**config.mk**
```make
export PLATFORM = sky130hd
export DESIGN_NAME = alu_arbiter
export DESIGN_NICKNAME = d
export VERILOG_FILES = /design/src/rtl/alu_arb_pkg.sv /design/src/rtl/alu_arbiter_rr_arbiter.sv /design/src/rtl/alu_arbiter.sv
export SDC_FILE = /design/constraint.sdc
export NUM_CORES = 1
export LEC_CHECK = 0
export ABC_AREA = 1
export CORE_MARGIN = 8
export CORE_UTILIZATION = 44
export CTS_BUF_LIST = sky130_fd_sc_hd__clkbuf_8
export DETAILED_ROUTE_END_ITERATION = 16
export PLACE_DENSITY = 0.84
export SLEW_MARGIN = 10
export SYNTH_ARGS = -nofsm -noshare
export SYNTH_HDL_FRONTEND = slang
export SYNTH_SLANG_ARGS = --single-unit
```
**constraint.sdc**
```tcl
create_clock -name clk -period 4.7 [get_ports clk]
set_clock_uncertainty 0.1 [all_clocks]
set_input_delay 0.94 -clock clk [delete_from_list [all_inputs] [get_ports clk]]
set_output_delay 0.94 -clock clk [all_outputs]
set_load 0.05 [all_outputs]
```
**src/rtl/alu_arb_pkg.sv**
```systemverilog
// Shared definitions for the ALU arbiter: ALU widths, opcode encodings and
// the scheduler FSM state type.
package alu_arb_pkg;

    localparam int ALU_DW = 4;   // ALU operand width
    localparam int ALU_OW = 8;   // ALU result width
    localparam int SEL_W  = 3;   // ALU opcode width

    localparam logic [SEL_W-1:0] OP_ADD = 3'b000;
    localparam logic [SEL_W-1:0] OP_SUB = 3'b001;
    localparam logic [SEL_W-1:0] OP_MUL = 3'b010;
    localparam logic [SEL_W-1:0] OP_AND = 3'b011;
    localparam logic [SEL_W-1:0] OP_OR  = 3'b100;
    localparam logic [SEL_W-1:0] OP_NOT = 3'b101;
    localparam logic [SEL_W-1:0] OP_INC = 3'b110;
    localparam logic [SEL_W-1:0] OP_DEC = 3'b111;

    typedef enum logic [1:0] {
        IDLE = 2'd0,
        EXEC = 2'd1,
        RESP = 2'd2
    } state_t;

endpackage

```
**src/rtl/alu_arbiter_rr_arbiter.sv**
```systemverilog
// Combinational round-robin picker: searches req upward from last_grant+1
// with wrap-around and returns the first requester found, both as a one-hot
// vector and as an index. Outputs are zero when no request is present.
module rr_arbiter #(
    parameter  int NUM_REQ = 4,
    localparam int ID_W    = $clog2(NUM_REQ)
) (
    input  logic [NUM_REQ-1:0] req,
    input  logic [ID_W-1:0]    last_grant,
    output logic [NUM_REQ-1:0] grant_onehot,
    output logic [ID_W-1:0]    grant_idx
);

    int   cand;
    logic found;

    // Rotating priority search; the first hit after last_grant wins.
    always_comb begin
        // NOTE: every variable written here gets a default first so no path
        // leaves one unassigned, which would infer a latch.
        grant_onehot = '0;
        grant_idx    = '0;
        found        = 1'b0;
        cand         = 0;
        for (int i = 1; i <= NUM_REQ; i++) begin
            cand = int'(last_grant) + i;
            if (cand >= NUM_REQ) begin
                cand = cand - NUM_REQ;
            end
            if (!found && req[cand[ID_W-1:0]]) begin
                found                           = 1'b1;
                grant_onehot[cand[ID_W-1:0]]    = 1'b1;
                grant_idx                       = cand[ID_W-1:0];
            end
        end
    end

endmodule

```
**src/rtl/alu_arbiter.sv**
```systemverilog
// Round-robin scheduler sharing one combinational ALU among NUM_REQ
// requesters. One operation is in flight at a time: grant in IDLE, one EXEC
// cycle with registered ALU operands, then the captured result is held in
// RESP until the consumer accepts it.
// Optional macro ALU_ARB_STATS_EN adds a saturating completed-operation
// counter on port op_count.
module alu_arbiter
    import alu_arb_pkg::*;
#(
    parameter  int NUM_REQ = 4,
`ifdef ALU_ARB_STATS_EN
    parameter  int CNT_W   = 16,
`endif
    localparam int ID_W    = $clog2(NUM_REQ)
) (
    input  logic                      clk,
    input  logic                      rst_n,
    input  logic [NUM_REQ-1:0]        req_valid,
    output logic [NUM_REQ-1:0]        req_ready,
    input  logic [ALU_DW*NUM_REQ-1:0] req_a,
    input  logic [ALU_DW*NUM_REQ-1:0] req_b,
    input  logic [SEL_W*NUM_REQ-1:0]  req_sel,
    output logic [ALU_DW-1:0]         alu_a,
    output logic [ALU_DW-1:0]         alu_b,
    output logic [SEL_W-1:0]          alu_sel,
    input  logic [ALU_OW-1:0]         alu_out,
    input  logic                      alu_zero,
    output logic                      rsp_valid,
    input  logic                      rsp_ready,
    output logic [ID_W-1:0]           rsp_id,
    output logic [ALU_OW-1:0]         rsp_out,
    output logic                      rsp_zero
`ifdef ALU_ARB_STATS_EN
    ,
    output logic [CNT_W-1:0]          op_count
`endif
);

    state_t              state_q;
    state_t              state_d;
    logic [ID_W-1:0]     last_grant_q;
    logic [NUM_REQ-1:0]  grant_onehot;
    logic [ID_W-1:0]     grant_idx;
    logic                accept;
    logic                rsp_done;

    rr_arbiter #(
        .NUM_REQ(NUM_REQ)
    ) u_rr_arbiter (
        .req         (req_valid),
        .last_grant  (last_grant_q),
        .grant_onehot(grant_onehot),
        .grant_idx   (grant_idx)
    );

    // The response leaves on the edge where valid and ready are both high.
    assign rsp_done = rsp_valid && rsp_ready;

    // State register.
    always_ff @(posedge clk or negedge rst_n) begin
        // NOTE: sequential state uses non-blocking assignments so every
        // register samples values from before the edge.
        if (!rst_n) begin
            state_q <= IDLE;
        end else begin
            state_q <= state_d;
        end
    end

    // Next-state decode and the combinational grant pulse.
    always_comb begin
        state_d   = state_q;
        req_ready = '0;
        accept    = 1'b0;
        case (state_q)
            IDLE: begin
                if (|req_valid) begin
                    req_ready = grant_onehot;
                    accept    = 1'b1;
                    state_d   = EXEC;
                end
            end
            EXEC: begin
                state_d = RESP;
            end
            RESP: begin
                if (rsp_done) begin
                    state_d = IDLE;
                end
            end
            default: begin
                state_d = IDLE;
            end
        endcase
    end

    // Latch the winner's operands, its ID and the new round-robin pointer.
    always_ff @(posedge clk or negedge rst_n) begin
        if (!rst_n) begin
            alu_a        <= '0;
            alu_b        <= '0;
            alu_sel      <= '0;
            rsp_id       <= '0;
            last_grant_q <= ID_W'(NUM_REQ - 1);
        end else if (accept) begin
            alu_a        <= req_a[int'(grant_idx)*ALU_DW +: ALU_DW];
            alu_b        <= req_b[int'(grant_idx)*ALU_DW +: ALU_DW];
            alu_sel      <= req_sel[int'(grant_idx)*SEL_W +: SEL_W];
            rsp_id       <= grant_idx;
            last_grant_q <= grant_idx;
        end
    end

    // Capture the ALU result at the end of EXEC and hold it until accepted.
    always_ff @(posedge clk or negedge rst_n) begin
        if (!rst_n) begin
            rsp_valid <= 1'b0;
            rsp_out   <= '0;
            rsp_zero  <= 1'b0;
        end else if (state_q == EXEC) begin
            rsp_valid <= 1'b1;
            rsp_out   <= alu_out;
            rsp_zero  <= alu_zero;
        end else if (rsp_done) begin
            rsp_valid <= 1'b0;
        end
    end

`ifdef ALU_ARB_STATS_EN
    // Count completed responses, sticking at all-ones instead of wrapping.
    always_ff @(posedge clk or negedge rst_n) begin
        if (!rst_n) begin
            op_count <= '0;
        end else if (rsp_done && (op_count != {CNT_W{1'b1}})) begin
            op_count <= op_count + 1'b1;
        end
    end
`endif

endmodule

```
== After elaboration in Yosys (flattened, before gate mapping) ==
Index checks and enable logic that the tools add are counted.

* Output and inout port bits: 27
* Bits of input ports: 60
* Register bits after elaboration: 27

* Bitwise operators: 3
* $lt $le $gt $ge: 12
* Shifts and indexed selects: 3
* Multipliers: 1
* Eq/ne operators: 4
* Reduce and logical (&&, ||, !) cells: 15
* Mux-type cells: 40
* Add/subtract/negate cells: 8

{| class="wikitable"
|+ Operators with widths
! cell !! number
|-
| indexed part select 16 x 5 -> 4 bit || 2
|-
| 2-to-1 mux 4 bit || 6
|-
| 2-to-1 mux 2 bit || 10
|-
| 2-to-1 mux 1 bit || 15
|-
| less-than comparator 2 x 3 -> 1 bit (second input constant) || 4
|-
| bitwise OR 4 bit || 3
|-
| indexed part select 12 x 5 -> 3 bit || 1
|-
| greater-or-equal comparator 3 bit (second input constant) || 3
|-
| binary-select mux 1 bit (select 2 bit) || 4
|-
| demux 1 bit (select 2 bit) || 4
|-
| greater-or-equal comparator 2 x 1 -> 1 bit (second input constant) || 4
|-
| logical AND 1 bit || 8
|-
| subtractor 2 x 1 -> 2 bit (second input constant) || 4
|-
| adder 2 x 2 -> 3 bit (second input constant) || 2
|-
| case mux 2 bit (3 select lines) || 1
|-
| adder 2 x 3 -> 4 bit (second input constant) || 1
|-
| greater-or-equal comparator 4 x 3 -> 1 bit (second input constant) || 1
|-
| multiplier 2 x 2 -> 4 bit (second input constant) || 1
|-
| inequality test 2 bit (second input constant) || 2
|-
| OR reduction 4 bit || 1
|-
| adder 2 x 1 -> 3 bit (second input constant) || 1
|-
| logical NOT 1 bit || 3
|-
| == test 2 x 1 -> 1 bit (second input constant) || 1
|-
| == test 2 bit (second input constant) || 1
|-
| 3 further kinds || 3
|}

== Depth between registers and ports, before layout ==
Gate-level depths: netlist of run 1.

* Word-level depth: 17
* Gate-level depth with buffers: 16
* Depth with buffers taken out: 15

== By module ==
From an unflattened synthesis of run 1, not the netlist that was laid out.

* Cell total of the unflattened synthesis: 328
* Area total of the unflattened synthesis: 2108.3 sq um

{| class="wikitable"
|+ By module, submodules not included
! module !! seq. area each (sq um) !! instances !! cells each !! area each (sq um)
|-
| alu_arbiter || 678.2 || 1 || 253 || 1634.1
|-
| rr_arbiter || 0.0 || 1 || 75 || 474.2
|}

== Worst setup path before layout of run 1 ==
OpenSTA, ideal clock, no wires.

* Path type: register to output
* Start point: reg last_grant_q[1]
* End point: out req_ready[1]
* Arrival: 2.112 ns
* Stages on the path, launching flop included: 13
* Path slack: 1.548 ns
* Data required time: 3.660 ns
* Cell sequence: dfstp_2 > inv_1 > ha_1 > inv_1 > nand3_2 > nand2_2 > inv_2 > nand2_1 > nor2_2 > nand2_1 > o21ai_0 > nand2_1 > inv_1

* Word-level cells in the longest chain between the ends: 17
* Elaborated cells on any way between the ends: 62
* Classes of those cells: add/sub: 8; order compare: 12; mux: 29; bitwise: 3; reduce/logical: 10

{| class="wikitable"
|+ RTL lines
! item !! RTL line !! source
|-
| start: declaration || alu_arbiter.sv:41 || <nowiki>logic [ID_W-1:0] last_grant_q;</nowiki>
|-
| start signal: assignment || alu_arbiter.sv:104 || <nowiki>last_grant_q <= ID_W'(NUM_REQ - 1);</nowiki>
|-
| start signal: assignment || alu_arbiter.sv:110 || <nowiki>last_grant_q <= grant_idx;</nowiki>
|-
| parallel branches: the longest is 14 deep, another holds adder 2 x 1 -> 3 bit || n/a ||
|-
| 2-to-1 mux 4 bit * || alu_arbiter_rr_arbiter.sv:30 || <nowiki>if (!found && req[cand[ID_W-1:0]]) begin</nowiki>
|-
| 2-to-1 mux 4 bit * || alu_arbiter.sv:77 || <nowiki>if (|req_valid) begin</nowiki>
|-
| 2-to-1 mux 4 bit * || alu_arbiter.sv:75 || <nowiki>case (state_q)</nowiki>
|-
| end: declaration || alu_arbiter.sv:19 || <nowiki>output logic [NUM_REQ-1:0] req_ready,</nowiki>
|}

Every way passes the cells marked *. The select of a mux whose other input is x is not followed.

== Final worst setup path of run 1 ==
* Start point: reg last_grant_q[1]
* End point: out req_ready[3]

The elaborated chain is that of the path after synthesis.

==> results_dict.tcl, run 1 <==
set metrics [dict create \
    status "completed" \
    n_antenna_cell 0 \
    worstPathArrival_ns 2.63 \
    yosysSeqAreaShare_pct 32.7 \
    startpoint_type "register" \
    portBuffers 86 \
    path_clk_slew_ns 0.10 \
    grt_pass1_vias 2149 \
    end_kind "output pin" \
    cp_cell_sequence "inv_1, ha_1, inv_1, nand3_2, nand2_2, inv_2, nand2_1, nor2_2, nand2_1, o21ai_0, nand2_1, inv_1, buf_4" \
    min_path_type "reg2reg" \
    setup_violations 0 \
    critPathSlowestCell "dfstp_2" \
    ys_warn_count 0 \
    synth.avg_cell_area_um2 6.61 \
    reg2reg_to "alu_sel[0]$_DFFE_PN0P_" \
    cp-endpoint "req_ready[3]" \
    syn_nets 382 \
    ant_nets 0 \
    crit_path_max_incr_delay_ns 0.63 \
    die-area_um2 7170 \
    final_core_util_pct 63.8 \
    r2r_cells 13 \
    ys_ff_latch 27 \
    post_cts_resized 0 \
    placed_area_um2 2910 \
    layout_worst_path_cycle_share_pct 78.1 \
    final-hold-violation-count 0 \
    max_freq_ghz 0.273 \
    synthesis.instances 314 \
    drive_gt1_share_pct 8.40 \
    critPathKind "reg2out" \
    critPathMaxFanout 9 \
    cts_buffer_depth 2 \
    drc 0 \
    cts_buffers 3 \
    grt_usage_pct 16.4 \
    critPathLaunch "last_grant_q[1]$_DFFE_PN1P_" \
    totalWireLength_mm 5.94 \
    path_buf_inv 5 \
    die_h_um 84.7 \
    vias 2221 \
    antenna_found_initial 0 \
    worst_pin_slew_ns 0.604 \
    pin_count 87 \
    synth_cell_types 25 \
    maxCapViolCount 0 \
    die_x_um 84.7 \
    grt_setup_unrepaired "false" \
    area_growth_pct 42.3 \
    reg2reg_slack_ns 1.36 \
    grt_first_pass_wirelength_mm 9.80 \
    critical_path.top_delay_family "flip-flops" \
    relSlewSlack_pct 59.7 \
    insertion_delay_ns 0.27 \
    seqCellArea_um2 678 \
    htreeDepth 1 \
    cp.depth 13 \
    fin_tns_setup_ns 0 \
    design_area_um2 2950 \
    globalplace.congestion 0.902 \
    drt-vias-per-instance 4.97 \
    finalCriticalPeriod_ns 3.67 \
    ctsRootBufferMaster "clkbuf_8" \
    dpl.hpwl_mm 4.75 \
    postCtsSetupRepairBufs 0 \
    multi_input_area_um2 1050 \
    crit_required_ns 3.66 \
    drt_iter0_drc 85 \
    timing.hold.ws_ns 0.387 \
    nets 462 \
    start_util_pct 44.8 \
    wire_per_inst_um 13.3 \
    fill_cells 443 \
    final_max_slew_viol_count 0 \
    cts_tree "built" \
    cts_num_sinks 27 \
    ctsHoldBuffers 0 \
    dr.pass1.iters 4 \
    std_cell_rows 25 \
    grt_max_degree 28 \
    fp.coreArea_um2 4630 \
    critical_path.reg2reg.startpoint "last_grant_q[1]$_DFFE_PN1P_" \
    grt_overflow 0 \
    synth_area_um2 2080 \
]
[worst min-delay path, delay by kind of cell (launching register included)]
kind | cells | cell delay [ns]
flip-flops | 1 | 0.35
AND/OR/NAND/NOR | 2 | 0.10
[per-stage QoR]
step                setup slack (ns)  instances
floorplan                       1.55        314
global placement                1.13        443
detailed placement              1.08        443
CTS                             1.03        447
global route                   0.736        447
finish                          1.03        447
[how the worst min path moves through the flow]
stage                            from                      to  slack [ns]  cells after the start
2_1_floorplan  state_q[0]$_DFFE_PN0P_  state_q[1]$_DFFE_PN0P_        0.41                      2
3_3_place_gp     alu_b[2]$_DFFE_PN0P_    alu_b[2]$_DFFE_PN0P_        0.36                      2
3_5_place_dp     alu_b[1]$_DFFE_PN0P_    alu_b[1]$_DFFE_PN0P_        0.37                      2
4_1_cts          alu_b[3]$_DFFE_PN0P_    alu_b[3]$_DFFE_PN0P_        0.39                      2
5_1_grt          alu_b[3]$_DFFE_PN0P_    alu_b[3]$_DFFE_PN0P_        0.43                      2
6_report         alu_b[3]$_DFFE_PN0P_    alu_b[3]$_DFFE_PN0P_        0.39                      2
[layout by cell type (no fill, tap or decap), types with 2 or more instances in the layout]
| cell type | count |
|---|---|
| o22ai_1 | 2 |
| nand2_1 | 111 |
| clkdlybuf4s50_1 | 81 |
| nor2_1 | 2 |
| nor2_2 | 2 |
| nand3_1 | 49 |
| buf_4 | 5 |
| dfstp_2 | 2 |
| nand3_2 | 2 |
| dfrtp_1 | 25 |
| nand2_2 | 4 |
| inv_2 | 2 |
| a21oi_1 | 4 |
| ha_1 | 8 |
| inv_1 | 66 |
| clkbuf_8 | 3 |
| mux2_2 | 9 |
| o21ai_0 | 9 |
[registers in the layout, summed over array words and instances, names as in the netlist]
signal,count
alu_sel,3
rsp_zero,1
rsp_valid,1
last_grant_q,2
rsp_out,8
alu_a,4
alu_b,4
state_q,2
rsp_id,2
[cells in the mapped netlist, drive strengths merged]
| cell type | instances | area, µm² |
|---|---|---|
| nand2 | 115 | 442 |
| inv | 68 | 255 |
| nand3 | 51 | 265 |
| dfrtp | 25 | 626 |
| buf | 11 | 87.6 |
| mux2 | 9 | 101 |
| o21ai | 9 | 45.0 |
| ha | 8 | 100 |
| nor2 | 5 | 31.3 |
| a21oi | 4 | 20.0 |
| dfstp | 2 | 52.6 |
| o22ai | 2 | 12.5 |
| a211o | 1 | 8.76 |
| a31oi | 1 | 6.26 |
| clkbuf | 1 | 3.75 |
| nand4 | 1 | 12.5 |
| nor4 | 1 | 6.26 |
[cell families after synthesis]
group	share of synthesized area [%]
buffers and inverters	16.7
AOI/OAI and AO/OA	4.46
and+or+nand+nor	36.5
muxes	4.88
DFF	32.7
adders and majority gates	4.82
[per-layer routing]
metal	up-vias	wire length, µm	global-route usage, %
met3	9	461	4.68
met2	79	3060	29.5
met1	1023	2300	18.1
met5	-	0	0
met4	0	117	4.85
li1	1110	-	-
[layout make-up]
type,instances,area share [%]
multi-input cells,207,35.6
well taps,54,2.29
clock inverters,1,0.254
clock buffers,3,1.40
flip-flops and latches,27,23.0
repair buffers,87,28.9
inverters,68,8.64
Power of run 1 is not shown: default switching activity piles up to over one toggle a cycle in this logic, so the estimate is an artifact.
==> inputs of run 2 (changes only) <==
clock period = 3.7 ns   (was 4.7 ns; I/O delays follow)
==> run 2 against run 1 <==
Via count fell by 0.81%; sequential cell count unchanged; non-clock buffer count increased by 3; largest cell class unchanged; clock-buffer cell count is the same; register-to-register slack lost 0.47 ns; core utilization up 1.8 points; highest routed layer unchanged.
==> results_dict.tcl, run 2 (synthesis results as in run 1) <==
set metrics [dict create \
    status "completed" \
    worst_pin_slew_ns 0.557 \
    globalplace.congestion 0.908 \
    path_common_cell "inv_1" \
    relSlewSlack_pct 62.8 \
    crit_path_max_incr_delay_ns 0.62 \
    placed_area_um2 2980 \
    die_h_um 84.7 \
    critPathKind "reg2out" \
    ctsHoldBuffers 0 \
    design_area_um2 3040 \
    dpl.hpwl_mm 4.61 \
    max_freq_ghz 0.292 \
    final-hold-violation-count 0 \
    portBuffers 86 \
    vias 2203 \
    largest_registers "rsp_out x8, alu_a x4, alu_b x4" \
    n_antenna_cell 0 \
    wire_per_inst_um 12.7 \
    cp_cell_sequence "inv_1, ha_4, inv_1, nand3_2, nand2_2, nor2_2, inv_1, o21ai_0, a21oi_1, o21ai_0, nand2_1, inv_1, buf_12" \
    finalCriticalPeriod_ns 3.42 \
    layout_worst_path_cycle_share_pct 92.5 \
    std_cell_rows 25 \
    pin_count 87 \
    grt_overflow 0 \
    largest-register "rsp_out" \
    end_kind "output pin" \
    nets 465 \
    grt_setup_unrepaired "false" \
    dr.pass1.iters 4 \
    totalWireLength_mm 5.71 \
    fill_cells 402 \
    grt_max_degree 27 \
    largest_reg_flops 8 \
    min_path_type "in2async" \
    critPathMaxFanout 9 \
    startpoint_type "register" \
    maxCapViolCount 0 \
    final_max_slew_viol_count 0 \
    cts_tree "built" \
    die-area_um2 7170 \
    start_util_pct 44.8 \
    cts_num_sinks 27 \
    drc 0 \
    cts_buffer_depth 2 \
    htreeDepth 1 \
    drive_gt1_share_pct 9.34 \
    grt_usage_pct 16.0 \
    postCtsSetupRepairBufs 0 \
    antenna_found_initial 0 \
    cts_buffers 3 \
    worstPathArrival_ns 2.58 \
    area_growth_pct 46.4 \
    grt_first_pass_wirelength_mm 9.59 \
    fin_tns_setup_ns 0 \
    insertion_delay_ns 0.27 \
    crit_required_ns 2.86 \
    die_x_um 84.7 \
    critPathSlowestCell "dfstp_2" \
    drt-vias-per-instance 4.90 \
    ctsRootBufferMaster "clkbuf_8" \
    ant_nets 0 \
    path_clk_slew_ns 0.09 \
    dp_cells 446 \
    final_cell_mix "nand2_1 (111), clkdlybuf4s50_1 (81), inv_1 (66)" \
    grt_pass1_vias 2176 \
    stdcell_count 450 \
    fp.coreArea_um2 4630 \
    drt_iter0_drc 73 \
    setup_violations 0 \
    layout_commonest_cell "nand2_1" \
]
-- run 2: cell count changes in the layout (fill, tap and decap cells not counted) --
| cell | delta |
|---|---|
| ha_4 | +1 |
| buf_4 | -1 |
| ha_1 | -1 |
| buf_12 | +4 |
-- run 2: final timing paths --
kind | startpoint | end | slack (ns) | cells past startpoint
worst min register to register | alu_b[0]$_DFFE_PN0P_ | alu_b[0]$_DFFE_PN0P_ | 0.39 | 2
max in group asynchronous | rst_n | last_grant_q[1]$_DFFE_PN1P_ | 2.60 | 2
min in group clk | alu_b[0]$_DFFE_PN0P_ | alu_b[0]$_DFFE_PN0P_ | 0.39 | 2
worst max-delay path | last_grant_q[1]$_DFFE_PN1P_ | req_ready[3] | 0.28 | 13
worst min-delay path | rst_n | rsp_out[0]$_DFFE_PN0P_ | 0.34 | 1
worst max register to register | last_grant_q[1]$_DFFE_PN1P_ | alu_sel[0]$_DFFE_PN0P_ | 0.89 | 15
-- run 2: layout make-up --
class | count | area, µm² | area share, %
clock buffers | 3 | 41.3 | 1.36
clock inverters | 1 | 7.51 | 0.247
inverters | 68 | 255 | 8.40
multi-input cells | 207 | 1060 | 35.0
flip-flops and latches | 27 | 678 | 22.3
well taps | 54 | 67.6 | 2.22
repair buffers | 90 | 926 | 30.5
-- run 2: timing repair --
item	in CTS	in global routing
endpoints found under the hold margin	0	0
setup endpoints to repair	0	2
resized for setup	0	1
-- run 2: layer usage --
| metal | vias up | share of wire, % | GRT usage [%] |
|---|---|---|---|
| li1 | 1118 | - | - |
| met1 | 998 | 39 | 17.1 |
| met4 | 0 | 1.3 | 4.37 |
| met5 | - | 0 | 0 |
| met3 | 6 | 8.5 | 5.17 |
| met2 | 81 | 51 | 29.1 |
-- run 2: worst max-delay path, delay by kind of cell (launching register included) --
kind / cells / cell delay (ns)
compound gates: 3 / 0.33
fa+ha+maj: 1 / 0.35
buf+inv: 5 / 0.59
flops: 1 / 0.62
simple gates: 4 / 0.41
-- run 2: through the flow --
step	setup WS [ns]	hold WS (ns)	utilization (%)
global route	0.0573	0.358	65.6
detailed placement	0.457	0.365	64.4
finish	0.276	0.341	65.6
CTS	0.197	0.399	65.5
floorplan	0.748	0.344	-
global placement	0.530	0.364	64.4
Power of run 2 is left out for the same reason.
